File: src/rtl/branch_resolve_unit_pkg.sv
// Shared types for the LC-3b branch resolve unit: queue entry, pointer, FSM states
// and a saturating counter helper used when BRU_STATS_EN is defined.
package lc3b_types;

    typedef logic [15:0] lc3b_word;

    localparam int unsigned BRU_DEPTH = 8;

    typedef logic [2:0] lc3b_bru_ptr;

    typedef struct packed {
        lc3b_word pc;
        logic     pred;
        lc3b_word target;
    } lc3b_bru_entry;

    typedef enum logic [1:0] {
        RUN     = 2'd0,
        FLUSH   = 2'd1,
        RECOVER = 2'd2
    } lc3b_bru_state;

    // Increment that sticks at all-ones instead of wrapping.
    function automatic logic [15:0] sat_inc16(input logic [15:0] value);
        logic [15:0] result;
        if (value == 16'hFFFF) begin
            result = value;
        end else begin
            result = value + 16'd1;
        end
        return result;
    endfunction

endpackage

File: src/rtl/branch_resolve_unit_queue.sv
// bru_queue: 8-entry in-order circular queue of in-flight predicted branches.
// Clear empties the queue by snapping head onto tail and wins over push/pop.
module bru_queue
    import lc3b_types::*;
(
    input  logic        clk,
    input  logic        rst_n,
    input  logic        push,
    input  logic        pop,
    input  logic        clear,
    input  logic [15:0] push_pc,
    input  logic        push_pred,
    input  logic [15:0] push_target,
    output logic [15:0] head_pc,
    output logic        head_pred,
    output logic [15:0] head_target,
    output logic [3:0]  count,
    output logic        full,
    output logic        empty
);

    lc3b_bru_entry entries_r [BRU_DEPTH];
    lc3b_bru_ptr   head_r;
    lc3b_bru_ptr   tail_r;
    logic [3:0]    count_r;
    logic          full_s;
    logic          empty_s;
    logic          push_ok_s;
    logic          pop_ok_s;
    lc3b_bru_entry head_entry_s;

    // Qualify push/pop against occupancy so the pointers can never overrun.
    always_comb begin
        full_s       = (count_r == 4'd8);
        empty_s      = (count_r == 4'd0);
        push_ok_s    = push && !clear && !full_s;
        pop_ok_s     = pop && !clear && !empty_s;
        head_entry_s = entries_r[head_r];
    end

    // Head/tail pointers and occupancy; 3-bit pointers wrap 7 -> 0 naturally.
    always_ff @(posedge clk or negedge rst_n) begin
        if (!rst_n) begin
            head_r  <= 3'd0;
            tail_r  <= 3'd0;
            count_r <= 4'd0;
        end else if (clear) begin
            head_r  <= tail_r;
            count_r <= 4'd0;
        end else begin
            if (push_ok_s) begin
                tail_r <= tail_r + 3'd1;
            end
            if (pop_ok_s) begin
                head_r <= head_r + 3'd1;
            end
            count_r <= count_r + {3'd0, push_ok_s} - {3'd0, pop_ok_s};
        end
    end

    // Entry storage, written at the tail on an accepted push.
    always_ff @(posedge clk or negedge rst_n) begin
        if (!rst_n) begin
            for (int i = 0; i < BRU_DEPTH; i++) begin
                entries_r[i] <= '0;
            end
        end else if (push_ok_s) begin
            entries_r[tail_r] <= '{pc: push_pc, pred: push_pred, target: push_target};
        end
    end

    assign head_pc     = head_entry_s.pc;
    assign head_pred   = head_entry_s.pred;
    assign head_target = head_entry_s.target;
    assign count       = count_r;
    assign full        = full_s;
    assign empty       = empty_s;

endmodule

File: src/rtl/branch_resolve_unit.sv
// branch_resolve_unit: tracks predicted branches, trains the predictor and raises
// a flush on mispredictions. Optional counters are enabled by macro BRU_STATS_EN.
module branch_resolve_unit
    import lc3b_types::*;
(
    input  logic        clk,
    input  logic        rst_n,
    input  logic        alloc_valid,
    input  logic [15:0] alloc_pc,
    input  logic        alloc_pred,
    input  logic [15:0] alloc_target,
    output logic        alloc_ready,
    input  logic        res_valid,
    input  logic        res_taken,
    input  logic [15:0] res_target,
    output logic        ld_pred_unit,
    output logic [15:0] old_pc,
    output logic        taken_in,
    output logic        flush,
    output logic [15:0] flush_pc,
    output logic [3:0]  inflight
`ifdef BRU_STATS_EN
    ,
    output logic [15:0] br_count,
    output logic [15:0] mispred_count
`endif
);

    lc3b_bru_state state_r;
    lc3b_bru_state state_nxt_s;

    logic [15:0] head_pc_s;
    logic        head_pred_s;
    logic [15:0] head_target_s;
    logic [3:0]  count_s;
    logic        full_s;
    logic        empty_s;

    logic        alloc_ready_s;
    logic        res_accept_s;
    logic        mispred_s;
    logic        push_s;
    logic        pop_s;

    logic        ld_pred_unit_r;
    logic [15:0] old_pc_r;
    logic        taken_in_r;
    logic        flush_r;
    logic [15:0] flush_pc_r;

    bru_queue u_queue (
        .clk         (clk),
        .rst_n       (rst_n),
        .push        (push_s),
        .pop         (pop_s),
        .clear       (mispred_s),
        .push_pc     (alloc_pc),
        .push_pred   (alloc_pred),
        .push_target (alloc_target),
        .head_pc     (head_pc_s),
        .head_pred   (head_pred_s),
        .head_target (head_target_s),
        .count       (count_s),
        .full        (full_s),
        .empty       (empty_s)
    );

    // Handshake and misprediction compare; a target mismatch only matters when both say taken.
    always_comb begin
        alloc_ready_s = (state_r == RUN) && !full_s;
        res_accept_s  = res_valid && (state_r == RUN) && !empty_s;
        mispred_s     = 1'b0;
        if (res_accept_s) begin
            if (head_pred_s != res_taken) begin
                mispred_s = 1'b1;
            end else if (res_taken && (head_target_s != res_target)) begin
                mispred_s = 1'b1;
            end else begin
                mispred_s = 1'b0;
            end
        end else begin
            mispred_s = 1'b0;
        end
        push_s = alloc_valid && alloc_ready_s && !mispred_s;
        pop_s  = res_accept_s && !mispred_s;
    end

    // Next-state logic: a misprediction costs one FLUSH and one RECOVER cycle.
    always_comb begin
        state_nxt_s = state_r;
        case (state_r)
            RUN: begin
                if (mispred_s) begin
                    state_nxt_s = FLUSH;
                end else begin
                    state_nxt_s = RUN;
                end
            end
            FLUSH:   state_nxt_s = RECOVER;
            RECOVER: state_nxt_s = RUN;
            default: state_nxt_s = RUN;
        endcase
    end

    // State register.
    always_ff @(posedge clk or negedge rst_n) begin
        if (!rst_n) begin
            state_r <= RUN;
        end else begin
            state_r <= state_nxt_s;
        end
    end

    // Predictor training write and redirect; flush_r is high exactly in the FLUSH cycle.
    always_ff @(posedge clk or negedge rst_n) begin
        if (!rst_n) begin
            ld_pred_unit_r <= 1'b0;
            old_pc_r       <= 16'h0000;
            taken_in_r     <= 1'b0;
            flush_r        <= 1'b0;
            flush_pc_r     <= 16'h0000;
        end else begin
            ld_pred_unit_r <= res_accept_s;
            flush_r        <= mispred_s;
            if (res_accept_s) begin
                old_pc_r   <= head_pc_s;
                taken_in_r <= res_taken;
            end
            if (mispred_s) begin
                flush_pc_r <= res_taken ? res_target : (head_pc_s + 16'd2);
            end
        end
    end

    assign alloc_ready  = alloc_ready_s;
    assign ld_pred_unit = ld_pred_unit_r;
    assign old_pc       = old_pc_r;
    assign taken_in     = taken_in_r;
    assign flush        = flush_r;
    assign flush_pc     = flush_pc_r;
    assign inflight     = count_s;

`ifdef BRU_STATS_EN
    logic [15:0] br_count_r;
    logic [15:0] mispred_count_r;

    // Saturating resolution and misprediction counters.
    always_ff @(posedge clk or negedge rst_n) begin
        if (!rst_n) begin
            br_count_r      <= 16'h0000;
            mispred_count_r <= 16'h0000;
        end else begin
            if (res_accept_s) begin
                br_count_r <= sat_inc16(br_count_r);
            end
            if (mispred_s) begin
                mispred_count_r <= sat_inc16(mispred_count_r);
            end
        end
    end

    assign br_count      = br_count_r;
    assign mispred_count = mispred_count_r;
`endif

endmodule

File: config.mk
export PLATFORM = sky130hd
export DESIGN_NAME = branch_resolve_unit
export DESIGN_NICKNAME = d
export VERILOG_FILES = /design/src/rtl/branch_resolve_unit_pkg.sv /design/src/rtl/branch_resolve_unit_queue.sv /design/src/rtl/branch_resolve_unit.sv
export SDC_FILE = /design/constraint.sdc
export NUM_CORES = 1
export LEC_CHECK = 0
export CAP_MARGIN = 5
export CORE_AREA = 2 2 128 223
export CTS_BUF_LIST = sky130_fd_sc_hd__clkbuf_4 sky130_fd_sc_hd__clkbuf_8
export DETAILED_ROUTE_END_ITERATION = 16
export DIE_AREA = 0 0 130 225
export HOLD_SLACK_MARGIN = 0.05
export MAX_ROUTING_LAYER = met4
export PLACE_DENSITY = 0.76
export SLEW_MARGIN = 0
export SYNTH_ARGS = -nofsm -noshare
export SYNTH_HDL_FRONTEND = slang
export SYNTH_HIERARCHICAL = 1
export SYNTH_SLANG_ARGS = --single-unit
File: constraint.sdc
create_clock -name clk -period 9.8 [get_ports clk]
set_input_delay 0.98 -clock clk [delete_from_list [all_inputs] [get_ports clk]]
set_output_delay 0.98 -clock clk [all_outputs]
set_load 0.005 [all_outputs]
# ---- After elaboration in Yosys (flattened, before gate mapping)
# Index checks and enable logic that the tools add are counted.
dict set report classes {
  n_reduce_logical 19
  mux 15
  add_sub_neg 5
  n_lt_le_gt_ge 3
  bitwise_logic 3
  eq_ne 4
}
# op count
set ops {}
lappend ops {{$bwmux W264} 1}
lappend ops {{$bmux W33 S3} 1}
lappend ops {{$demux W33 S3} 1}
lappend ops {{$mux W33} 3}
lappend ops {{$add A16 B2 Y16 const B} 1}
lappend ops {{$mux W16} 1}
lappend ops {{$ne A16 B16 Y1} 1}
lappend ops {{$logic_and A1 B1 Y1} 12}
lappend ops {{$ge A4 B4 Y1 const B} 2}
lappend ops {{$not A3 Y4} 2}
lappend ops {{$add A3 B1 Y3 const B} 2}
lappend ops {{$mux W3} 2}
lappend ops {{$add A4 B1 Y4} 1}
lappend ops {{$eq A4 B4 Y1 const B} 1}
lappend ops {{$logic_not A4 Y1} 1}
lappend ops {{$lt A4 B1 Y1 const B} 1}
lappend ops {{$mux W1} 4}
lappend ops {{$mux W4} 1}
lappend ops {{$pmux W2 S2} 1}
lappend ops {{$sub A4 B1 Y4} 1}
lappend ops {{$logic_not A1 Y1} 3}
lappend ops {{$eq A2 B1 Y1 const B} 1}
lappend ops {{$logic_not A2 Y1} 1}
lappend ops {{$reduce_and A2 Y1} 1}
lappend ops {{other kinds (3)} 3}
dict set report word_totals {
  out_inout_bits 40
  regBits 311
  elab_cells 82
  inputBits 54
}

# ---- Depth between registers and ports, before layout
dict set report depth {
  depth_word 16
  depth_mapped 20
  depth_no_buf 16
}

# ---- Modules after synthesis
# The synthesis kept the hierarchy.
# module area_per_inst_um2 cells_per_inst instances
set modules_own_cells {}
lappend modules_own_cells {bru_queue 12778.5 744 1}
lappend modules_own_cells {branch_resolve_unit 2039.5 176 1}

# ---- Least setup slack after synthesis
# Ideal clock, no wire load.
dict set report synth_timing {
  kind {register -> register}
  start {register u_queue.head_r[0]}
  end {register u_queue.count_r[3], in the netlist u_queue/count[3]}
  setup_slack_ns 5.331
  synth_period_minus_slack_ns 4.469
  path_stages_with_launch 19
  arrival_ns 4.345
  cell_sequence {dfrtp_1 > clkbuf_1 > buf_2 > mux4_2 > mux2_2 > xor2_1 > nor4_2 > nand4_1 > o211ai_4 > buf_8 > and3_2 > and3_1 > inv_1 > ha_1 > inv_1 > ha_1 > a21o_1 > a21oi_1 > mux2_2}
}
dict set report synth_via {
  elab_chain_cells 16
}
# item line_no
set synth_lines {}
lappend synth_lines {{start: declaration} branch_resolve_unit_queue.sv:23} ;# lc3b_bru_ptr head_r;
lappend synth_lines {{start signal: assignment} branch_resolve_unit_queue.sv:48} ;# head_r <= tail_r;
lappend synth_lines {{start signal: assignment} branch_resolve_unit_queue.sv:55} ;# head_r <= head_r + 3'd1;
lappend synth_lines {{$not A3 Y4 (not written as such)} branch_resolve_unit_queue.sv:38} ;# head_entry_s = entries_r[head_r];
lappend synth_lines {{$bmux W33 S3} branch_resolve_unit_queue.sv:38}
lappend synth_lines {{$mux W33 (not written as such) (2 in a row)} branch_resolve_unit_queue.sv:38}
lappend synth_lines {{net head_target_s[13]} branch_resolve_unit.sv:34} ;# logic [15:0] head_target_s;
lappend synth_lines {{$ne A16 B16 Y1} branch_resolve_unit.sv:76} ;# end else if (res_taken && (head_target_s != res_target)) begin
lappend synth_lines {{$logic_and A1 B1 Y1} branch_resolve_unit.sv:76}
lappend synth_lines {{$mux W1} branch_resolve_unit.sv:76}
lappend synth_lines {{$mux W1} branch_resolve_unit.sv:74} ;# if (head_pred_s != res_taken) begin
lappend synth_lines {{$mux W1} branch_resolve_unit.sv:73} ;# if (res_accept_s) begin
lappend synth_lines {{$logic_not A1 Y1} branch_resolve_unit.sv:84} ;# push_s = alloc_valid && alloc_ready_s && !mispred_s;
lappend synth_lines {{$logic_and A1 B1 Y1} branch_resolve_unit.sv:84}
lappend synth_lines {{net push_s} branch_resolve_unit.sv:42} ;# logic push_s;
lappend synth_lines {{$logic_and A1 B1 Y1 (2 in a row)} branch_resolve_unit_queue.sv:36} ;# push_ok_s = push && !clear && !full_s;
lappend synth_lines {{$add A4 B1 Y4} branch_resolve_unit_queue.sv:57} ;# count_r <= count_r + {3'd0, push_ok_s} - {3'd0, pop_ok_s};
lappend synth_lines {{$sub A4 B1 Y4} branch_resolve_unit_queue.sv:57}
lappend synth_lines {{$mux W4} branch_resolve_unit_queue.sv:47} ;# end else if (clear) begin
lappend synth_lines {{end signal: assignment} branch_resolve_unit_queue.sv:57}
lappend synth_lines {{end: declaration} branch_resolve_unit_queue.sv:25} ;# logic [3:0] count_r;
# The timed path passes the listed nets, and every way through them passes these cells. The select of a mux whose other input is x is not followed.
# A chain may end at the register's enable or synchronous reset.

# ---- Worst setup path after layout
dict set report layout_timing {
  start {register u_queue.head_r[0]}
  end {register u_queue/entries_r[82] in the netlist's numbering}
}
dict set report layout_via {
  elab_chain_cells 13
}
# item line_no
set layout_lines {}
lappend layout_lines {{$not A3 Y4 (not written as such) (*)} branch_resolve_unit_queue.sv:38}
lappend layout_lines {{$bmux W33 S3 (*)} branch_resolve_unit_queue.sv:38}
lappend layout_lines {{$mux W33 (not written as such) (*) (2 in a row)} branch_resolve_unit_queue.sv:38}
lappend layout_lines {{net head_target_s[13]} branch_resolve_unit.sv:34}
lappend layout_lines {{$ne A16 B16 Y1 (*)} branch_resolve_unit.sv:76}
lappend layout_lines {{$logic_and A1 B1 Y1 (*)} branch_resolve_unit.sv:76}
lappend layout_lines {{$mux W1 (*)} branch_resolve_unit.sv:76}
lappend layout_lines {{$mux W1 (*)} branch_resolve_unit.sv:74}
lappend layout_lines {{$mux W1 (*)} branch_resolve_unit.sv:73}
lappend layout_lines {{net mispred_s} branch_resolve_unit.sv:41} ;# logic mispred_s;
lappend layout_lines {{$logic_not A1 Y1 (*)} {branch_resolve_unit_queue.sv:36, branch_resolve_unit.sv:84}}
lappend layout_lines {{$logic_and A1 B1 Y1} branch_resolve_unit.sv:84}
lappend layout_lines {{$logic_and A1 B1 Y1 (*) (2 in a row)} branch_resolve_unit_queue.sv:36}
lappend layout_lines {{end signal: indexed assignment} branch_resolve_unit_queue.sv:68} ;# entries_r[tail_r] <= '{pc: push_pc, pred: push_pred, target: push_target};
lappend layout_lines {{end: declaration} branch_resolve_unit_queue.sv:22} ;# lc3b_bru_entry entries_r [BRU_DEPTH];
# The timed path passes the listed nets; every way through them passes the cells marked *. The select of a mux whose other input is x is not followed.

==> qor.txt <==
run status -> finished clean
RR Startpoint -> u_queue/head_r[0]$_DFFE_PN0P_
Sw Ratio -> 31.8%
vias in the first global route -> 9,072
CTS tree -> yes
max cap viols -> 0
H-tree Lvls -> 2
largest net degree at the start of global routing -> 185
HPWL after detailed placement -> 20,100 um
first drt pass iteration count -> 4
cts bufs inserted -> 46
global-route wire length before repair -> 52,200 um
clk_lat worst skew -> 580 ps
top_reg_cell synth -> dfrtp_1
Avg Inst Size Synth -> 16.1 um2
register area share after synthesis -> 52.5%
CP Data Required Time -> 10,250 ps
critical path buffer and inverter count -> 3
P_int -> 4.01 mW
Finished Layout Cells -> 1,426
hold_ws -> 449 ps
CP Data Arrival Time -> 7090 ps
Final Cell Area -> 17,000 um2
Register Area -> 7790 um2
Post-synth EDFFs -> 0
Synth top area share -> 52.5%
Post-Syn Area -> 14,800 um2
synth unique cells -> 49
Placed Instance Area -> 16,000 um2
Die Ht -> 225 um
Crit path max-delay family -> simple AND/OR/NAND/NOR gates
CP Launch Type -> register
GR Overflow Total -> 0
combinational power share -> 41.0%
Yosys warnings -> 6
power density cells -> 346 nW/um2
Setup Fix Bufs, Post-CTS -> 0
period utilisation layout -> 67.7%
Multi-input gate area -> 6600 um2
Mapped Cells -> 920
Setup Total Neg Slack -> 0 ps
static leakage -> 7.48 nW
Diodes inserted -> 0
slowest stage delay, CP -> 1080 ps
crit path from -> u_queue/head_r[0]$_DFFE_PN0P_
Synth Register Bits -> 311
CTS Buffer Depth -> 3
Seq pwr share -> 39.3%
Die W -> 130 um
clk root buf -> clkbuf_8
Placement Setup Slack -> 3070 ps
Die ar. -> 29,300 um2
Slowest cell on crit path -> dfrtp_4
Ports -> 94
R2R Setup Slk -> 3170 ps
Clock Sink Count -> 311
cts hold-fix bufs -> 0
placed insts -> 1,343
antenna-violating nets left -> 0
unrepaired setup endpoints after global routing -> false
Fillers -> 2,039
FF-to-FF path depth -> 12
WS Path Type -> reg -> reg
Area contributors post-synth -> dfrtp_1, mux2_2, mux4_2
clk_skew -> 22.9 ps
initial antenna violation count -> 0
initial core utilization -> 54.2%
Worst-path clk slew -> 70 ps
Psw -> 1.87 mW
Clk pwr share -> 19.7%
Area Growth Syn to Fin -> 14.7%
routed vias -> 8,253
First DRT Iteration DRCs -> 411
Slew Viols, Final -> 0
worst-path maximum fanout -> 48
CP Capture Type -> register
Peak Freq -> 151 MHz
final core occ -> 62.2%
DR WL/cell -> 22.9 um
Final GP Congestion -> 0.774
core area -> 27,300 um2
row count -> 80
top-count cell post-synth -> dfrtp_1
Remaining DRCs -> 0
CTS resizes -> 0
Final nets -> 1,086
min Tclk post-route -> 6630 ps
Hold WC Path Type -> in -> async
Routed WL -> 32,700 um
Slew headroom -> 25.6%
power consumption -> 5.88 mW
Synth area leader -> dfrtp_1
GRT Util Overall -> 24.2%
share of cells above drive strength 1 -> 48.4%
worst-margin pin slew -> 1110 ps
vias per cell -> 5.79
setup ws final -> 3170 ps
Final Hold Vio Count -> 0
Synth async-reset ratio -> 100%
VDD IR max -> 0.169 mV
list of most frequent post-synthesis cells -> dfrtp_1, mux2_2, mux2_4, mux4_2, nand2_1
reg2reg end -> u_queue/entries_r[82]$_DFFE_PN0P_
Final setup viols -> 0
IO buf count -> 93
Post-Syn Nets -> 984
CP Cell Sequence -> buf_4 > mux4_2 > mux2_2 > xor2_1 > nor4_2 > nand4_1 > o211ai_4 > inv_1 > nor3b_4 > nor3b_4 > buf_4 > mux2_2
## registers in the layout, summed over array words and instances, names as in the netlist
name and count:
flush 1, u_queue/head_r 3, old_pc 16, state_r 2, u_queue/tail_r 3, u_queue/entries_r 264, u_queue/count 4, ld_pred_unit 1
flush_pc 16, taken_in 1
## power by group through the flow
stage | Combinational [mW] | Clock (mW) | Sequential [mW]
final | 2.41 | 1.16 | 2.31
after detailed placement | 2.43 | 0 | 2.33
after global placement | 2.38 | 0 | 2.30
after global routing | 2.59 | 1.24 | 2.38
after CTS | 2.44 | 1.19 | 2.31
after floorplan | 1.91 | 0 | 2.12
## worst reg2reg max path, delay by kind of cell, from the launching register on
kind,cells,cell delay [ps]
buffers and inverters,3,1520
multiplexers,3,1240
XOR/XNOR,1,170
AND/OR/NAND/NOR,4,1740
AO/OA/AOI/OAI,1,740
flip-flops,1,1080
## cell type report
cell class	count	share of cell area (%)
sequential	311	45.8
multi-input combinational	540	38.8
timing repair buffer	107	6.20
clock buffer	73	5.43
tap	369	2.72
clock inverter	10	0.604
inverter	16	0.383
## layout by cell type, fill, tap and decap left out, types with 13 or more instances in the layout
cell / instances
nand2_1: 19
mux4_2: 66
mux2_2: 260
xor2_1: 17
clkbuf_8: 60
mux2_4: 66
o21ai_0: 16
dfrtp_1: 309
xnor2_1: 14
clkdlybuf4s50_1: 92
buf_4: 13
clkbuf_4: 13
inv_1: 15
## cells by family (layout without fill, tap and decap cells)
kind of cell	Yosys count	count (layout)	synth area share [%]
buffers and inverters	69	206	3.01
multiplexers	399	399	37.0
adder cells (fa/ha/maj)	10	10	0.895
AO/OA/AOI/OAI	26	26	1.16
AND/OR/NAND/NOR	74	74	3.58
XOR/XNOR	31	31	1.83
flip-flops	311	311	52.5
## routing by layer
| layer | vias up | part of all wire [%] | routed length [um] | GRT usage (%) |
|---|---|---|---|---|
| met4 | 0 | 2.4 | 797 | 7.35 |
| met3 | 67 | 3.8 | 1240 | 3.77 |
| met2 | 172 | 52 | 17000 | 39.9 |
| met1 | 4408 | 42 | 13600 | 31.1 |
| li1 | 3606 | - | - | - |
| met5 | - | 0 | 0 | - |
## worst max path at each step
stage / end / slack [ps] / cells past startpoint
2_1_floorplan: u_queue/count[3]$_DFF_PN0_ / 5330 / 18
3_3_place_gp: u_queue/entries_r[70]$_DFFE_PN0P_ / 3210 / 12
3_5_place_dp: u_queue/entries_r[82]$_DFFE_PN0P_ / 3070 / 12
4_1_cts: u_queue/entries_r[80]$_DFFE_PN0P_ / 3060 / 12
5_1_grt: u_queue/entries_r[82]$_DFFE_PN0P_ / 2660 / 12
6_report: u_queue/entries_r[82]$_DFFE_PN0P_ / 3170 / 12
Power figures use the tool's default switching activity.
